==> src/rtl/imm_gen_pipe.sv <==
// Immediate generator for the decode stage: decodes a RISC-V instruction word
// into a sign-extended immediate, format code and illegal flag, held in a
// registered output stage with a one-entry skid buffer.
module imm_gen_pipe #(
  parameter int unsigned XLEN      = 32,
  parameter bit          ENABLE_UJ = 1'b1
) (
  input  logic            clk,
  input  logic            rst,
  input  logic            flush,
  input  logic            in_valid,
  output logic            in_ready,
  input  logic [31:0]     in_instr,
  output logic            out_valid,
  input  logic            out_ready,
  output logic [XLEN-1:0] out_imm,
  output logic [2:0]      out_fmt,
  output logic            out_illegal
);

  localparam logic [2:0] FMT_NONE = 3'd0;
  localparam logic [2:0] FMT_I    = 3'd1;
  localparam logic [2:0] FMT_S    = 3'd2;
  localparam logic [2:0] FMT_B    = 3'd3;
  localparam logic [2:0] FMT_U    = 3'd4;
  localparam logic [2:0] FMT_J    = 3'd5;

  localparam logic [6:0] OP_LOAD   = 7'b0000011;
  localparam logic [6:0] OP_IMM    = 7'b0010011;
  localparam logic [6:0] OP_AUIPC  = 7'b0010111;
  localparam logic [6:0] OP_STORE  = 7'b0100011;
  localparam logic [6:0] OP_OP     = 7'b0110011;
  localparam logic [6:0] OP_LUI    = 7'b0110111;
  localparam logic [6:0] OP_BRANCH = 7'b1100011;
  localparam logic [6:0] OP_JALR   = 7'b1100111;
  localparam logic [6:0] OP_JAL    = 7'b1101111;

  typedef struct packed {
    logic [XLEN-1:0] imm;
    logic [2:0]      fmt;
    logic            illegal;
  } entry_t;

  typedef enum logic [1:0] {
    EMPTY = 2'd0,
    ONE   = 2'd1,
    TWO   = 2'd2
  } state_t;

  state_t      state;
  entry_t      o_q;
  entry_t      k_q;
  entry_t      dec;
  logic [31:0] imm32;
  logic [2:0]  funct3;
  logic        in_fire;
  logic        out_fire;

  assign funct3 = in_instr[14:12];

  // Combinational decode; imm32 is the 32-bit sign-correct value, widened below.
  // Shift amounts have bit 31 clear, so sign-extending them is a zero-extend.
  always_comb begin
    imm32       = 32'd0;
    dec.fmt     = FMT_NONE;
    dec.illegal = 1'b0;
    case (in_instr[6:0])
      OP_LOAD: begin
        dec.fmt = FMT_I;
        imm32   = {{20{in_instr[31]}}, in_instr[31:20]};
      end
      OP_IMM: begin
        dec.fmt = FMT_I;
        if (funct3 == 3'b001 || funct3 == 3'b101) begin
          imm32 = (XLEN == 64) ? {26'd0, in_instr[25:20]} : {27'd0, in_instr[24:20]};
        end else begin
          imm32 = {{20{in_instr[31]}}, in_instr[31:20]};
        end
      end
      OP_STORE: begin
        dec.fmt = FMT_S;
        imm32   = {{20{in_instr[31]}}, in_instr[31:25], in_instr[11:7]};
      end
      OP_BRANCH: begin
        dec.fmt = FMT_B;
        imm32   = {{19{in_instr[31]}}, in_instr[31], in_instr[7],
                   in_instr[30:25], in_instr[11:8], 1'b0};
      end
      OP_JALR: begin
        if (ENABLE_UJ) begin
          dec.fmt = FMT_I;
          imm32   = {{20{in_instr[31]}}, in_instr[31:20]};
        end else begin
          dec.illegal = 1'b1;
        end
      end
      OP_LUI, OP_AUIPC: begin
        if (ENABLE_UJ) begin
          dec.fmt = FMT_U;
          imm32   = {in_instr[31:12], 12'd0};
        end else begin
          dec.illegal = 1'b1;
        end
      end
      OP_JAL: begin
        if (ENABLE_UJ) begin
          dec.fmt = FMT_J;
          imm32   = {{11{in_instr[31]}}, in_instr[31], in_instr[19:12],
                     in_instr[20], in_instr[30:21], 1'b0};
        end else begin
          dec.illegal = 1'b1;
        end
      end
      OP_OP: begin
        dec.fmt = FMT_NONE;
      end
      default: begin
        dec.illegal = 1'b1;
      end
    endcase
    dec.imm = XLEN'($signed(imm32));
  end

  assign in_ready  = (state != TWO) && !rst;
  assign in_fire   = in_valid && in_ready;
  assign out_valid = (state != EMPTY);
  assign out_fire  = out_valid && out_ready;

  // Output/skid occupancy and data; rst beats flush, flush beats handshakes.
  always_ff @(posedge clk) begin
    if (rst) begin
      state <= EMPTY;
      o_q   <= '0;
      k_q   <= '0;
    end else if (flush) begin
      state <= EMPTY;
    end else begin
      case (state)
        EMPTY: begin
          if (in_fire) begin
            o_q   <= dec;
            state <= ONE;
          end
        end
        ONE: begin
          if (in_fire && out_fire) begin
            o_q <= dec;
          end else if (in_fire) begin
            k_q   <= dec;
            state <= TWO;
          end else if (out_fire) begin
            state <= EMPTY;
          end
        end
        TWO: begin
          if (out_fire) begin
            o_q   <= k_q;
            state <= ONE;
          end
        end
        default: begin
          state <= EMPTY;
        end
      endcase
    end
  end

  assign out_imm     = o_q.imm;
  assign out_fmt     = o_q.fmt;
  assign out_illegal = o_q.illegal;

endmodule

==> config.mk <==
export PLATFORM = sky130hd
export DESIGN_NAME = imm_gen_pipe
export DESIGN_NICKNAME = d
export VERILOG_FILES = /design/src/rtl/imm_gen_pipe.sv
export SDC_FILE = /design/constraint.sdc
export NUM_CORES = 1
export LEC_CHECK = 0
export ABC_AREA = 1
export CORE_ASPECT_RATIO = 0.8
export CORE_MARGIN = 5
export CORE_UTILIZATION = 40
export CTS_CLUSTER_DIAMETER = 100
export DETAILED_ROUTE_END_ITERATION = 6
export GPL_TIMING_DRIVEN = 1
export SETUP_SLACK_MARGIN = 0.02
export SLEW_MARGIN = 15
export SYNTH_ARGS = -nofsm -noshare
export SYNTH_HDL_FRONTEND = slang
export SYNTH_SLANG_ARGS = --single-unit
export TNS_END_PERCENT = 100
==> constraint.sdc <==
create_clock -name clk -period 2.17 [get_ports clk]
set_input_delay 0.217 -clock clk [delete_from_list [all_inputs] [get_ports clk]]
set_output_delay 0.217 -clock clk [all_outputs]
set_load 0.05 [all_outputs]
Word-level counts from Yosys, hierarchy flattened
Index checks and enable logic that the tools add are counted.
Word-level totals
  register bits after elaboration: 74
  RAM bits: 0
  logic and storage cells: 59
  output and inout port bits: 38
  memories kept: 0
  bits in latches: 0
  bits of input ports: 37
  memory bits (read-only): 0
Operators by class
  multiplexer cells: 14
  equality and inequality tests: 19
  divide/modulo/power cells: 0
  shift operators: 0
  $add $sub $neg: 0
  magnitude comparators: 0
  multiply operators: 0
  reduce and logical (&&, ||, !) cells: 17
  bitwise operators: 2
Operator list (count)
  $pmux W32 S6: 1
  $mux W36: 3
  $pmux W36 S3: 1
  $mux W32: 1
  $eq A7 B6 Y1 const B: 3
  $eq A7 B7 Y1 const B: 3
  $pmux W3 S5: 1
  $eq A7 B5 Y1 const B: 2
  $mux W2: 5
  $ne A2 B2 Y1 const B: 5
  $reduce_or A9 Y1: 1
  $reduce_and A4 Y1: 2
  $eq A7 B2 Y1 const B: 1
  $pmux W2 S3: 1
  $reduce_or A2 Y1: 3
  $reduce_and A5 Y1: 1
  $logic_and A1 B1 Y1: 4
  $eq A3 B1 Y1 const B: 1
  $eq A3 B3 Y1 const B: 1
  $ne A3 B3 Y1 const B: 1
  $reduce_bool A3 Y1: 1
  $reduce_or A3 Y1: 1
  $eq A2 B1 Y1 const B: 1
  $eq A2 B2 Y1 const B: 1
  other kinds (6): 7

Depth between registers and ports, before layout
Gate-level depths: netlist (run 1).
  word-level depth: 6
  depth in mapped cells: 10
  mapped depth without buffers: 9

Least setup slack after synthesis (run 1)
OpenSTA, ideal clock, no wires.
  path type: input -> output
  start: input rst
  end: output in_ready
  buffers on the path: 2
  path slack: 0.678 ns
  arrival time: 1.275 ns
  stages on the path: 3
  data required time: 1.953 ns
  cells stage by stage: clkbuf_1 clkbuf_1 nor2_1
Between the ends
  cells in the longest elaborated chain, start to end: 2
Ends and longest elaborated chain
  from (decl): line 9  | input logic rst,
  $logic_not A1 Y1: line 124  | assign in_ready = (state != TWO) && !rst;
  $logic_and A1 B1 Y1: line 124
  to (decl): line 12  | output logic in_ready,
Every way passes these cells.

Worst setup path in the final report (run 1)
  start: register state[1]
  end: output out_valid
Between the ends
  cells in the longest elaborated chain, start to end: 1
Ends and longest elaborated chain
  from (decl): line 50  | state_t state;
  from (signal assigned): line 132  | state <= EMPTY;
  from (signal assigned): line 136  | state <= EMPTY;
  from (signal assigned): line 142  | state <= ONE;
  $reduce_bool A2 Y1: line 126  | assign out_valid = (state != EMPTY);
  to (decl): line 14  | output logic out_valid,
Every way passes these cells.

==> flow_summary.yaml, run 1 <==
global_routing:
  antenna_found_initial: 0
  track_usage_pct: 19.1
  gr-total-overflow: 0
  first_global_vias: 4098
  grt_pass1_wl_um: 20100
  grt_max_degree: 73
cells_and_area:
  multi_input_area_um2: 2140
  final_util_pct: 52.5
  diodes: 0
  fillerInstances: 1098
  drive_above_1_share_pct: 5.35
  area_delta_synth_final_pct: 26.8
  seq_area_um2: 1480
  nets: 819
floorplanning:
  die-area_um2: 12900
  die_h_um: 103
  ioPinCount: 75
  start_util_pct: 41.4
  die_w_um: 126
  num_rows: 33
  core_area_um2: 10400
setup_path:
  cp.depth: 3
  ff2ff_path_depth: 9
  crit_path_start: "state[1]"
  crit_fanout: 5
  worst_setup_path_end_kind: "output pin"
  reg2reg_slack_ns: 0.38
  criticalPathCategory: "reg -> out"
  crit_path_end: "out_valid"
  timing.rr.end: "k_q[2]"
  worstPathCellList: "inv_1 > nand2_1 > clkdlybuf4s50_1"
  worstPathRequired_ns: 1.95
  crit_family: "buffers and inverters"
  reg2reg_from: "state[0]"
  arrival_ns: 1.72
  slowest_delay_ns: 0.80
  cp_num_buf_inv: 2
  crit_path_start_kind: "flip-flop"
  crit_path_top_delay_cell: "clkdlybuf4s50_1"
clock_network:
  cts_htree_levels: 3
  clock_latency_ns: 0.33
  cts.sinks: 74
  clk_pin_slew_ns: 0.05
  cts_tree: "built"
  cts_made_buffers: 9
  post_cts_buffers: 0
  cts.path.max_buffers: 2
  cts_resized: 0
  cts_hold_buffers: 0
  clockRootBuffer: "clkbuf_16"
placed_design:
  portBuffers: 74
  gp_congestion: 0.892
  hpwlAfterDp_um: 8190
  dpl_worst_slack_ns: -0.0251
timing:
  layout_setup_ws_ns: 0.233
  relSlewSlack_pct: 53.9
  timing.final.crit_share_pct: 89.3
  finalClockSkew_ns: 0.00515
  max_freq_mhz: 516
  fin_crit_ns: 1.94
  rsz0062_at_grt: "false"
  worst_pin_slew_ns: 0.690
  setup_viol: 0
  finalMaxSlewViolations: 0
  hold_viol: 0
logic_synthesis:
  yosysMostFrequentCell: "nand2_1"
  yosys.area.top_type: "dfxtp_1"
  synthTopCellsByArea: "dfxtp_1, nand2_1, inv_1"
  synth_nets: 759
  async_flop_share_pct: 0
  syn-cell-area_um2: 4290
  ys.flop_type: "dfxtp_1"
  synth_seq_area_share_pct: 34.5
  synthDominantCellAreaShare_pct: 34.5
  ys_top_cells_by_count: "nand2_1, inv_1, nor2_1, dfxtp_1, a21oi_1"
  ys_ff_latch: 74
  synth_warnings: 0
  post_synth.cell_area_avg_um2: 5.95
  syn_inst: 722
  post_synth_num_cell_types: 27
  synth_edf_count: 0
power:
  power_density_nw_per_um2: 612
  leakagePower_nw: 2.62
  irDropWorstVdd_uv: 339
  power_w: 0.00333
routing:
  dr.pass1.iters: 4
  met3_length_um: 431
  met2_length_um: 5430
  wl_per_cell_um: 12.9
  wl_met1_um: 5940
  ant_nets: 0
  vias_per_cell: 4.74
  wl_um: 12000
  drc: 0
  vias: 4389
  maxUsedRoutingLayer: "met4"
  drt_iter0_drc: 261
run:
  maxCapViolCount: 0
hold_path:
  hp-class: "reg -> reg"
run_status:
  status: "completed"
## registers in the layout, indices dropped and copies added, names as in the netlist
signal / cells
k_q: 36
out_imm: 32
out_illegal: 1
out_fmt: 3
state: 2
## power breakdown
part           switching, W  total (W)  internal [W]
sequential        0.0000254    0.00143       0.00141
combinational      0.000368   0.000575      0.000207
clock              0.000539    0.00133      0.000788
## cells by family after synthesis
| group | count (synthesis) | synth area share (%) |
|---|---|---|
| simple gates | 362 | 36.3 |
| flops | 74 | 34.5 |
| compound gates | 115 | 13.6 |
| buf+inv | 171 | 15.6 |
## stage by stage
| step | TNS, ns | instance area, um^2 | hold WS, ns | cells |
|---|---|---|---|---|
| after floorplan | 0 | 4290 | 0.366 | 722 |
| after global routing | 0 | 5440 | 0.543 | 925 |
| after detailed placement | -0.170 | 5180 | 0.475 | 911 |
| after global placement | -0.333 | 5180 | 0.464 | 911 |
| final | 0 | 5440 | 0.483 | 925 |
| after CTS | 0 | 5440 | 0.487 | 925 |
## worst min path at each step
| stage | start | end | slack [ns] | depth (start not counted) |
|---|---|---|---|---|
| 2_1_floorplan | flush | state[1] | 0.37 | 3 |
| 3_5_place_dp | k_q[3] | k_q[3] | 0.47 | 2 |
| 4_1_cts | k_q[3] | k_q[3] | 0.49 | 2 |
| 6_report | k_q[3] | k_q[3] | 0.48 | 2 |
| 5_1_grt | out_imm[17] | out_imm[17] | 0.54 | 4 |
| 3_3_place_gp | k_q[3] | k_q[3] | 0.46 | 2 |
## placed cells by master (no fill, tap or decap), types with 2 or more instances in the layout
master	netlist	final
o21ai_1	9	9
buf_4	1	14
nand3b_1	13	13
nor2_1	104	104
buf_12	0	3
a21oi_1	65	65
nand2_1	172	172
nand4_1	11	11
inv_2	3	3
clkinv_2	0	2
nand4_2	2	2
dfxtp_1	74	74
nor2_2	2	2
clkbuf_16	0	9
nand3_1	52	52
inv_1	126	126
o21ai_0	38	38
clkdlybuf4s50_1	0	73
## final cells by class
class / count / share of cell area (%)
Inverter: 130 / 8.96
Clock inverter: 3 / 0.322
Tap cell: 140 / 3.22
Multi-Input combinational cell: 477 / 39.4
Clock buffer: 11 / 4.46
Sequential cell: 74 / 27.2
Timing Repair Buffer: 90 / 16.5
## per-layer routing
metal	global-route usage, %	vias to the layer above
met2	31.3	83
li1	-	2335
met1	25.5	1957
met3	4.35	14
met4	5.52	0
met5	0	-
## tightest hold or removal path: cells and delay by family, from the launching register on
family,cells,cell delay [ns]
flops,1,0.32
simple gates,2,0.13
No activity file was read; power rests on OpenSTA's default activity.
==> run 2, diff against run 1 <==
- clock period: 2.17 -> 2.4 ns (I/O delays scaled with it)
==> run 2 against run 1 <==
Effect of this change: sequential power shrank 9.8%; core utilization up 0.27 points; non-clock buffer count down 4; first-iteration DRC count up 44%; power is 0.57% lower; register-to-register slack better by 0.15 ns; count of clock-buffer cells in the layout rose by 1; worst setup slack better by 0.19 ns; die area is the same; critical path depth did not move; global-route usage is 0.34 points higher; routed wire length grew 3.0%; critical endpoint unchanged.
==> flow_summary.yaml, run 2 (synthesized netlist as in run 1, its figures left out) <==
run_status:
  status: "completed"
setup_path:
  worstPathCellList: "inv_1 > nand2_1 > clkdlybuf4s50_1"
  crit_path_start_kind: "flip-flop"
  cp_num_buf_inv: 2
  cp.depth: 3
  slowest_delay_ns: 0.80
  crit_path_top_delay_cell: "clkdlybuf4s50_1"
  worstPathRequired_ns: 2.16
  crit_path_start: "state[1]"
  arrival_ns: 1.73
  timing.rr.end: "out_imm[11]"
  criticalPathCategory: "reg -> out"
  worst_setup_path_end_kind: "output pin"
  reg2reg_slack_ns: 0.53
  crit_family: "buffers and inverters"
  crit_fanout: 5
  ff2ff_path_depth: 8
  reg2reg_from: "state[0]"
  crit_path_end: "out_valid"
placed_design:
  gp_congestion: 0.902
  hpwlAfterDp_um: 7780
  dpl_worst_slack_ns: 0.286
  portBuffers: 74
  dpl_cell_area_um2: 5140
cells_and_area:
  area_delta_synth_final_pct: 27.4
  diodes: 0
  fin_area_um2: 5470
  final_util_pct: 52.8
  top_register: "k_q"
  largest_register_ff_count: 36
  seq_area_um2: 1480
  fillerInstances: 1038
  multi_input_area_um2: 2140
  nets: 815
  layout.cells.most_common: "nand2_1"
  drive_above_1_share_pct: 5.11
  final_cell_mix: "nand2_1, inv_1, nor2_1, dfxtp_1, clkdlybuf4s50_1"
power:
  power_density_nw_per_um2: 606
  irDropWorstVdd_uv: 321
  leakagePower_nw: 2.63
  power_w: 0.00331
routing:
  drt_iter0_drc: 377
  drc: 0
  wl_per_cell_um: 13.3
  ant_nets: 0
  vias_per_cell: 4.82
  dr.pass1.iters: 5
  wl_um: 12300
  vias: 4451
floorplanning:
  ioPinCount: 75
  core_area_um2: 10400
  start_util_pct: 41.4
  die_w_um: 126
  num_rows: 33
  die-area_um2: 12900
  die_h_um: 103
timing:
  fin_crit_ns: 1.97
  rsz0062_at_grt: "false"
  worst_pin_slew_ns: 0.760
  finalClockSkew_ns: 0.00585
  hold_viol: 0
  max_freq_mhz: 507
  layout_setup_ws_ns: 0.427
  setup_viol: 0
  timing.final.crit_share_pct: 82.2
  relSlewSlack_pct: 49.4
  tns_ns: 0
  finalMaxSlewViolations: 0
clock_network:
  clock_latency_ns: 0.34
  cts_htree_levels: 3
  cts_tree: "built"
  cts_resized: 0
  clk_pin_slew_ns: 0.06
  cts_hold_buffers: 0
  cts_made_buffers: 9
  cts.path.max_buffers: 2
  cts.sinks: 74
  clockRootBuffer: "clkbuf_16"
  post_cts_buffers: 0
global_routing:
  grt_pass1_wl_um: 20300
  track_usage_pct: 19.4
  first_global_vias: 4068
  grt_max_degree: 73
  gr-total-overflow: 0
  antenna_found_initial: 0
hold_path:
  hp-class: "reg -> reg"
run:
  maxCapViolCount: 0
## run 2: through the flow
step                      std cells  hold WS [ns]
after floorplan                 722         0.389
final                           923         0.499
after global routing            923         0.542
after detailed placement        907         0.475
after global placement          907         0.466
after CTS                       923         0.500
## run 2: metal layers
metal  share of wire (%)  up-vias  global-route usage [%]  routed length (um)
met5                   0        -                       0                   0
met4                 1.2        0                    5.44                 148
met3                 5.7       17                    5.28                 700
met2                  45      115                    31.3                5520
met1                  48     1986                    25.9                5940
li1                    -     2333                       -                   -
## run 2: final cells by class
cell class | count | area share, %
well taps | 140 | 3.20
repair buffers | 86 | 15.6
clock buffers | 12 | 4.69
inverters | 130 | 8.92
multi-input cells | 477 | 39.2
clock inverters | 4 | 1.35
flip-flops and latches | 74 | 27.1
## run 2: worst min path at each step
stage            from       end  depth (start not counted)
2_1_floorplan   flush  state[1]                          3
3_3_place_gp   k_q[3]    k_q[3]                          2
3_5_place_dp   k_q[3]    k_q[3]                          2
4_1_cts        k_q[3]    k_q[3]                          2
5_1_grt        k_q[3]    k_q[3]                          2
6_report       k_q[3]    k_q[3]                          2
## run 2: worst reg2reg max path, stage by stage (launching register included)
cell	delay [ns]
dfxtp_1	0.38
inv_2	0.09
nor2_1	0.24
o21ai_2	0.10
nand4_2	0.08
buf_4	0.59
nand2_1	0.14
nand2_1	0.11
a21oi_1	0.05
## run 2: where the power goes
| part | internal, W | total (W) | leakage, nW | switching, W |
|---|---|---|---|---|
| registers | 0.00127 | 0.00129 | 0.601 | 0.0000229 |
| logic | 0.000184 | 0.000517 | 1.87 | 0.000333 |
| clock network | 0.000968 | 0.00150 | 0.163 | 0.000536 |
==> run 3, diff against run 2 <==
- clock period: 2.4 -> 1.95 ns (I/O delays scaled with it)
==> run 3 against run 2 <==
Effect of this change: register-to-register slack got worse by 0.11 ns; non-clock buffer count rose by 12; count of clock-buffer cells in the layout rose by 1; critical endpoint is now out_imm[20]; largest cell class unchanged.
==> flow_summary.yaml, run 3 (synthesized netlist as in run 1, its figures left out) <==
run_status:
  status: "completed"
routing:
  ant_nets: 0
  wl_um: 12300
  drt_iter0_drc: 271
  drc: 0
  vias_per_cell: 4.87
  wl_per_cell_um: 13.1
  vias: 4550
  dr.pass1.iters: 6
setup_path:
  crit_path_start_kind: "flip-flop"
  cp_num_buf_inv: 1
  crit_fanout: 2
  crit_family: "buffers and inverters"
  arrival_ns: 1.55
  worst_setup_path_end_kind: "output pin"
  worstPathRequired_ns: 1.75
  timing.rr.end: "out_imm[6]"
  reg2reg_slack_ns: 0.42
  slowest_delay_ns: 0.84
  reg2reg_from: "state[0]"
  worstPathCellList: "clkdlybuf4s50_1"
  ff2ff_path_depth: 8
  crit_path_top_delay_cell: "clkdlybuf4s50_1"
  criticalPathCategory: "reg -> out"
floorplanning:
  die_h_um: 103
  die-area_um2: 12900
  die_w_um: 126
  core_area_um2: 10400
  num_rows: 33
  start_util_pct: 41.4
  ioPinCount: 75
hold_path:
  hp-class: "reg -> reg"
  whs_path_depth: 2
  hold_path_startpoint: "k_q[3]"
  hold_end: "k_q[3]"
cells_and_area:
  drive_above_1_share_pct: 6.30
  multi_input_area_um2: 2140
  seq_area_um2: 1480
  area_delta_synth_final_pct: 30.1
  fillerInstances: 1068
  top_register: "k_q"
  final_cell_mix: "nand2_1, inv_1, nor2_1, dfxtp_1, clkdlybuf4s50_1"
  layout.cells.most_common: "nand2_1"
  nets: 827
  diodes: 0
  largest_register_ff_count: 36
timing:
  hold_viol: 0
  setup_viol: 0
  finalClockSkew_ns: 0.00532
  rsz0062_at_grt: "false"
  tns_ns: 0
  fin_crit_ns: 1.74
  worst_pin_slew_ns: 0.541
  finalMaxSlewViolations: 0
  max_freq_mhz: 574
  relSlewSlack_pct: 63.9
  timing.final.crit_share_pct: 89.4
placed_design:
  portBuffers: 74
  gp_congestion: 0.941
  hpwlAfterDp_um: 8290
clock_network:
  cts_htree_levels: 3
  clk_pin_slew_ns: 0.05
  clock_latency_ns: 0.33
  cts.sinks: 74
  cts_made_buffers: 9
  cts_tree: "built"
  clockRootBuffer: "clkbuf_16"
  cts.path.max_buffers: 2
  post_cts_buffers: 0
  cts_hold_buffers: 0
global_routing:
  grt_max_degree: 73
  antenna_found_initial: 0
  gr-total-overflow: 0
  first_global_vias: 4210
  track_usage_pct: 19.5
  grt_pass1_wl_um: 20600
power:
  irDropWorstVdd_uv: 495
  power_density_nw_per_um2: 721
  power_w: 0.00403
  leakagePower_nw: 2.71
run:
  maxCapViolCount: 0
## run 3: per-stage QoR
step / instance area [um^2] / setup WS, ns / hold WS [ns] / utilization, % / instances
floorplan: 4290 / 0.502 / 0.344 / - / 722
finish: 5590 / 0.207 / 0.498 / 53.9 / 934
CTS: 5590 / 0.219 / 0.496 / 53.9 / 934
global placement: 5270 / 0.0633 / 0.464 / 50.8 / 919
global route: 5590 / 0.0625 / 0.531 / 53.9 / 934
detailed placement: 5270 / 0.00822 / 0.472 / 50.8 / 919
## run 3: how the worst max path moves through the flow
stage	from	cells past startpoint	end	slack [ns]
2_1_floorplan	rst	3	in_ready	0.50
3_5_place_dp	in_instr[0]	8	out_imm[25]	0.008
5_1_grt	in_instr[0]	8	out_imm[26]	0.06
4_1_cts	out_imm[29]	1	out_imm[29]	0.22
6_report	out_imm[20]	1	out_imm[20]	0.21
3_3_place_gp	in_instr[1]	8	out_imm[23]	0.06
## run 3: worst register-to-register path, delay by kind of cell (launching register included)
kind / cells / cell delay (ns)
and+or+nand+nor: 4 / 0.52
AOI/OAI and AO/OA: 2 / 0.15
buffers and inverters: 2 / 0.37
DFF: 1 / 0.38
## run 3: repair_timing
action / in CTS / in global routing
endpoints found under the setup margin: 1 / 0
endpoints found under the hold margin: 0 / 0
gates resized for setup: 1 / 0
## run 3: cell type report
class                      instances  share of cell area [%]
sequential                        74                    26.5
clock inverter                     2                    1.07
inverter                         130                    8.73
tap                              140                    3.13
timing repair buffer              98                    17.5
clock buffer                      13                    4.66
multi-input combinational        477                    38.4
## run 3: metal layers
metal | GRT usage, % | wire length (um) | vias up | part of all wire, %
li1 | - | - | 2354 | -
met1 | 26.2 | 5890 | 2072 | 48
met2 | 32.0 | 5560 | 111 | 45
met3 | 4.97 | 676 | 13 | 5.5
met4 | 4.62 | 136 | 0 | 1.1
met5 | 0 | 0 | - | 0
## run 3: power by group
group / internal, W / switching, W
clock network: 0.00118 / 0.000608
registers: 0.00156 / 0.0000280
logic: 0.000233 / 0.000412
